`src/rtl/regfile_pkg.sv`:
```
// regfile_pkg
// Shared constants and types for the parametrised register file.
//   DATA_W_DEF / ADDR_W_DEF : default register width and index width
//   XZR_IDX                 : hardwired-zero register index for the default index width
//   reg_idx_t               : register index type at the default index width
package regfile_pkg;

    localparam int DATA_W_DEF = 64;
    localparam int ADDR_W_DEF = 5;
    localparam int XZR_IDX    = (2 ** ADDR_W_DEF) - 1;

    typedef logic [ADDR_W_DEF-1:0] reg_idx_t;

endpackage

```
`src/rtl/regfile_scoreboard.sv`:
```
// regfile_scoreboard
// One pending bit per register. A reserve sets the bit, a write releases it;
// when both target the same register in one cycle the reserve wins because it
// belongs to a newer producer. The zero register never becomes pending.
// Ports:
//   clk, reset    : clock, asynchronous active-high reset (clears all bits)
//   reserve       : set pending[reserve_idx] at the edge
//   reserve_idx   : register being reserved
//   release_en    : clear pending[release_idx] at the edge
//   release_idx   : register being released
//   pending       : pending vector, one bit per register
module regfile_scoreboard
    import regfile_pkg::*;
#(
    parameter int ADDR_W   = ADDR_W_DEF,
    parameter int ZERO_REG = XZR_IDX
) (
    input  logic                   clk,
    input  logic                   reset,
    input  logic                   reserve,
    input  logic [ADDR_W-1:0]      reserve_idx,
    input  logic                   release_en,
    input  logic [ADDR_W-1:0]      release_idx,
    output logic [2**ADDR_W-1:0]   pending
);

    localparam int DEPTH = 2 ** ADDR_W;

    for (genvar r = 0; r < DEPTH; r++) begin : g_bit
        if (r == ZERO_REG) begin : g_zero
            assign pending[r] = 1'b0;
        end else begin : g_flop
            logic set_hit;
            logic clr_hit;
            logic pend_q;

            assign set_hit = reserve    && (reserve_idx == ADDR_W'(r));
            assign clr_hit = release_en && (release_idx == ADDR_W'(r));

            always_ff @(posedge clk or posedge reset) begin
                if (reset) begin
                    pend_q <= 1'b0;
                end else if (set_hit) begin
                    pend_q <= 1'b1;
                end else if (clr_hit) begin
                    pend_q <= 1'b0;
                end
            end

            assign pending[r] = pend_q;
        end
    end

endmodule

```
`src/rtl/regfile_param.sv`:
```
// regfile_param
// Multi-read-port register file with a hardwired zero register and a
// pending-write scoreboard for read-after-write hazard detection.
// Optional feature macro: REGFILE_BYPASS_EN enables same-cycle write
// forwarding to the read ports (data forwarded, busy suppressed).
// Ports:
//   clk, reset      : clock, asynchronous active-high reset
//   RegWrite        : write enable
//   WriteRegister   : write index
//   WriteData       : write data
//   Reserve         : mark ReserveRegister pending
//   ReserveRegister : index to reserve
//   ReadRegister    : NUM_READ read indices
//   ReadData        : NUM_READ read data words (combinational)
//   ReadBusy        : NUM_READ pending flags for the addressed registers
module regfile_param
    import regfile_pkg::*;
#(
    parameter int DATA_W   = DATA_W_DEF,
    parameter int ADDR_W   = ADDR_W_DEF,
    parameter int NUM_READ = 2,
    parameter int ZERO_REG = (2 ** ADDR_W) - 1
) (
    input  logic                               clk,
    input  logic                               reset,
    input  logic                               RegWrite,
    input  logic [ADDR_W-1:0]                  WriteRegister,
    input  logic [DATA_W-1:0]                  WriteData,
    input  logic                               Reserve,
    input  logic [ADDR_W-1:0]                  ReserveRegister,
    input  logic [NUM_READ-1:0][ADDR_W-1:0]    ReadRegister,
    output logic [NUM_READ-1:0][DATA_W-1:0]    ReadData,
    output logic [NUM_READ-1:0]                ReadBusy
);

    localparam int DEPTH = 2 ** ADDR_W;

    logic [DATA_W-1:0] rf_q [DEPTH];
    logic [DEPTH-1:0]  pending;

    // Storage with per-register write decode; the zero register has no flops.
    for (genvar r = 0; r < DEPTH; r++) begin : g_reg
        if (r == ZERO_REG) begin : g_zero
            assign rf_q[r] = '0;
        end else begin : g_store
            logic              we;
            logic [DATA_W-1:0] q;

            assign we = RegWrite && (WriteRegister == ADDR_W'(r));

            always_ff @(posedge clk or posedge reset) begin
                if (reset) begin
                    q <= '0;
                end else if (we) begin
                    q <= WriteData;
                end
            end

            assign rf_q[r] = q;
        end
    end

    regfile_scoreboard #(
        .ADDR_W   (ADDR_W),
        .ZERO_REG (ZERO_REG)
    ) u_scoreboard (
        .clk         (clk),
        .reset       (reset),
        .reserve     (Reserve),
        .reserve_idx (ReserveRegister),
        .release_en  (RegWrite),
        .release_idx (WriteRegister),
        .pending     (pending)
    );

    always_comb begin
        for (int p = 0; p < NUM_READ; p++) begin
            ReadData[p] = rf_q[ReadRegister[p]];
            ReadBusy[p] = pending[ReadRegister[p]];
`ifdef REGFILE_BYPASS_EN
            // Forwarding is held off during reset so outputs read zero
            // even if a write is presented in the reset cycle.
            if (!reset && RegWrite && (WriteRegister == ReadRegister[p])) begin
                ReadData[p] = WriteData;
                ReadBusy[p] = 1'b0;
            end
`endif
            if (ReadRegister[p] == ADDR_W'(ZERO_REG)) begin
                ReadData[p] = '0;
                ReadBusy[p] = 1'b0;
            end
        end
    end

endmodule

```
`config.mk`:
```
export PLATFORM = sky130hd
export DESIGN_NAME = regfile_param
export DESIGN_NICKNAME = d
export VERILOG_FILES = /design/src/rtl/regfile_pkg.sv /design/src/rtl/regfile_scoreboard.sv /design/src/rtl/regfile_param.sv
export SDC_FILE = /design/constraint.sdc
export NUM_CORES = 2
export LEC_CHECK = 0
export CAP_MARGIN = 10
export CORE_ASPECT_RATIO = 1.4
export CORE_UTILIZATION = 40
export DETAILED_ROUTE_END_ITERATION = 6
export GPL_ROUTABILITY_DRIVEN = 0
export PLACE_DENSITY = 0.67
export SYNTH_ARGS = -nofsm -noshare
export SYNTH_HDL_FRONTEND = slang
export SYNTH_HIERARCHICAL = 1
export SYNTH_SLANG_ARGS = --single-unit
```
`constraint.sdc`:
```
create_clock -name clk -period 87.1 [get_ports clk]
set_clock_uncertainty 0.05 [all_clocks]
set_input_delay 13.065 -clock clk [delete_from_list [all_inputs] [get_ports clk]]
set_output_delay 13.065 -clock clk [all_outputs]
set_load 0.005 [all_outputs]
```
==> flow_summary.yaml <==
critical_path:
  cpMaxStageDelayCell: "buf_4"
  crit_chain: "buf_8, buf_12, buf_4, buf_4, mux2i_1, o22ai_1, nor3_1, nor3_1, clkdlybuf4s50_1"
  rr_worst_depth: 1
  critPathMaxStageDelay_ns: 0.88
  endpoint_kind: "output port"
  r2r_setup_slack_ns: 86.21
  worst-endpoint-required_ns: 73.99
  crit_type: "in2out"
  cp-start-kind: "input port"
  crit_arrival_ns: 18.09
  crit_fanout: 108
clock_network:
  clock_latency_ns: 0.87
  cts_hold_buffers: 0
  cts_tree: "done"
  cts_inserted_buffers: 198
  cts_setup_buffers: 0
  clockRootBuffer: "clkbuf_16"
  cts.sinks: 2015
  htreeDepth: 4
  cts.clk_slew.worst_paths_ns: 0.06
  cts_resized: 0
  cts.path.max_buffers: 4
sta:
  tns_ns: 0
  finalWorstSetupSlack_ns: 55.90
  finalHoldViolCount: 0
  worstMarginPinSlew_ns: 1.297
  max_freq_ghz: 0.03205
  period_minus_slack_ns: 31.20
  setup_viol: 0
  relSlewSlack: 0.1286
  rsz0062_at_grt: "no"
  fin_crit_sh: 0.3582
  drv_slew: 0
  whs_ns: 0.4634
floorplanning:
  io_pins: 218
  row_count: 225
  die_h_um: 617.4
  dieArea_um2: 272700
  coreArea_um2: 268600
  initial_core_util: 0.4029
  chipWidth_um: 441.6
grt:
  antenna_found_initial: 26
  busiest_layer: "met2"
  use_met3: 0.04645
  grt_pass1_vias: 75980
  globalRouteMet1Util: 0.3226
  grt_max_degree: 202
  grt_pass1_wl_mm: 531.8
  grt.overflow.total: 0
  gr-usage-all-layers: 0.2628
  grt_use_met2: 0.4364
yosys:
  syn_nets: 7811
  synth_top_area_share: 0.4659
  synth-seq-area-share: 0.4659
  ys_seq_elements: 2015
  syn-instance-count: 7723
  synthTopCellsByArea: "dfrtp_1, mux2_2, mux4_2"
  yosysWarnings: 6
  synth_top_cell_by_area: "dfrtp_1"
  syn_avg_cell_area_um2: 14.01
  synth_area_um2: 108200
  yosys.cell_types.count: 44
routing:
  drtIter0Drc: 6668
  dr.pass1.iters: 5
  ant_nets: 0
  avgViaCountPerCell: 6.505
  wl_per_cell_um: 32.79
  via_count: 72200
  wl_mm: 363.9
  route.detailed.drc: 0
worst_hold_path:
  whs_path_depth: 1
  hold_path_class: "reg2reg"
layout:
  fillerInstances: 23870
  final_cell_mix: "dfrtp_1, mux2_2, mux2i_1"
  final_nets: 7510
  fin_util: 0.4435
  stdcell_count: 11100
  final_common_cell: "dfrtp_1"
  synthToLayoutAreaGrowth_pct: 10.08
  drive_gt1_frac: 0.4250
  finalInstanceArea_um2: 119100
pwr:
  leakage_nw: 51.69
  power_frac_seq: 0.461
  internal_power_mw: 1.962
  p_per_area_nw_per_um2: 22.95
  ir_worst_vdd_v: 0.00001874
  p_total_mw: 2.734
  power_switching_uw: 772.3
  swShare: 0.2825
  combPwrFrac: 0.212
  p_clk_frac: 0.327
outcome:
  outcome: "complete, no violations"
run:
  drv_cap: 0
place:
  dp_cells: 10740
  placed_area_um2: 112500
  portBuffers: 217
  hpwl_mm: 202.1
  place_worst_setup_slack_ns: 55.94
-- metal layers --
| layer | share of wire | vias to the layer above |
|---|---|---|
| met5 | 0.00020 | - |
| met4 | 0.063 | 12 |
| met3 | 0.075 | 1010 |
| met2 | 0.48 | 3426 |
| met1 | 0.38 | 38790 |
| li1 | - | 28960 |
-- synthesized netlist by cell type --
cell type  number
inv_1          67
nor3_2          1
o221a_2       128
nand2b_1       14
mux2i_1       797
a211oi_1       28
conb_1          1
a32oi_1         1
a311o_1         1
nand2_1        89
o31a_1         28
nor3_1        194
buf_2         271
or4b_4          1
a31oi_1        30
a21oi_1        30
buf_6           1
nand4b_1        6
or2_1           3
nor2_1        102
nor2b_1         9
buf_4          71
a221oi_1       29
a221o_1        30
o21ai_0       170
o22ai_1       258
o21ai_1        50
clkbuf_1      505
a211o_1        30
mux2_1         84
nand4bb_1       3
and2_1          1
dfrtp_1      2015
a2bb2oi_1      58
or3_1           3
nand3_1         9
nand4_1         3
nor3b_2         2
mux2_2       1875
or2_2          35
o2bb2ai_1       5
o221ai_1        1
buf_1          18
mux4_2        666
-- power by group through the flow --
| stage | Combinational, mW | Clock, mW | Sequential (mW) |
|---|---|---|---|
| final | 0.579 | 0.894 | 1.26 |
| after global routing | 0.619 | 0.938 | 1.29 |
| after global placement | 0.561 | 0 | 1.26 |
| after detailed placement | 0.577 | 0 | 1.28 |
| after floorplan | 0.450 | 0 | 1.23 |
| after CTS | 0.580 | 0.905 | 1.26 |
-- final cells by class --
| class | instances | area, µm² | area share |
|---|---|---|---|
| diodes | 12 | 30.03 | 0.0002521 |
| clock buffers | 277 | 5653 | 0.04745 |
| clock inverters | 70 | 868.3 | 0.007289 |
| inverters | 67 | 260.3 | 0.002185 |
| multi-input cells | 4775 | 54020 | 0.4535 |
| flip-flops and latches | 2015 | 50420 | 0.4233 |
| well taps | 3518 | 4402 | 0.03695 |
| repair buffers | 365 | 3470 | 0.02913 |
-- worst max-delay path: cells and delay by family --
kind | cells | cell delay, ns
muxes | 1 | 0.22
AOI/OAI and AO/OA | 1 | 0.22
buffers and inverters | 5 | 3.46
and+or+nand+nor | 2 | 0.77
-- final timing paths --
path | startpoint | to
worst max register to register | g_reg[14].g_store.q[5] | g_reg[14].g_store.q[5]
min in group asynchronous | reset | u_scoreboard/g_bit[19].g_flop.pend_q
worst max-delay path | ReadRegister[0] | ReadData[55]
worst min register to register | g_reg[14].g_store.q[57] | g_reg[14].g_store.q[57]
max in group asynchronous | reset | g_reg[23].g_store.q[36]
worst min-delay path | g_reg[14].g_store.q[57] | g_reg[14].g_store.q[57]
-- flip-flops by register name (all words and copies together), names as in the netlist --
register	cells
g.g_store.q	1984
u_scoreboard/g_bit.g_flop.pend_q	31
-- cell families after synthesis --
family / synth area share
muxes: 0.4162
other: 0.00003465
DFF: 0.4659
and+or+nand+nor: 0.02119
AOI/OAI and AO/OA: 0.05864
buffers and inverters: 0.03803
Power figures use the tool's default switching activity.
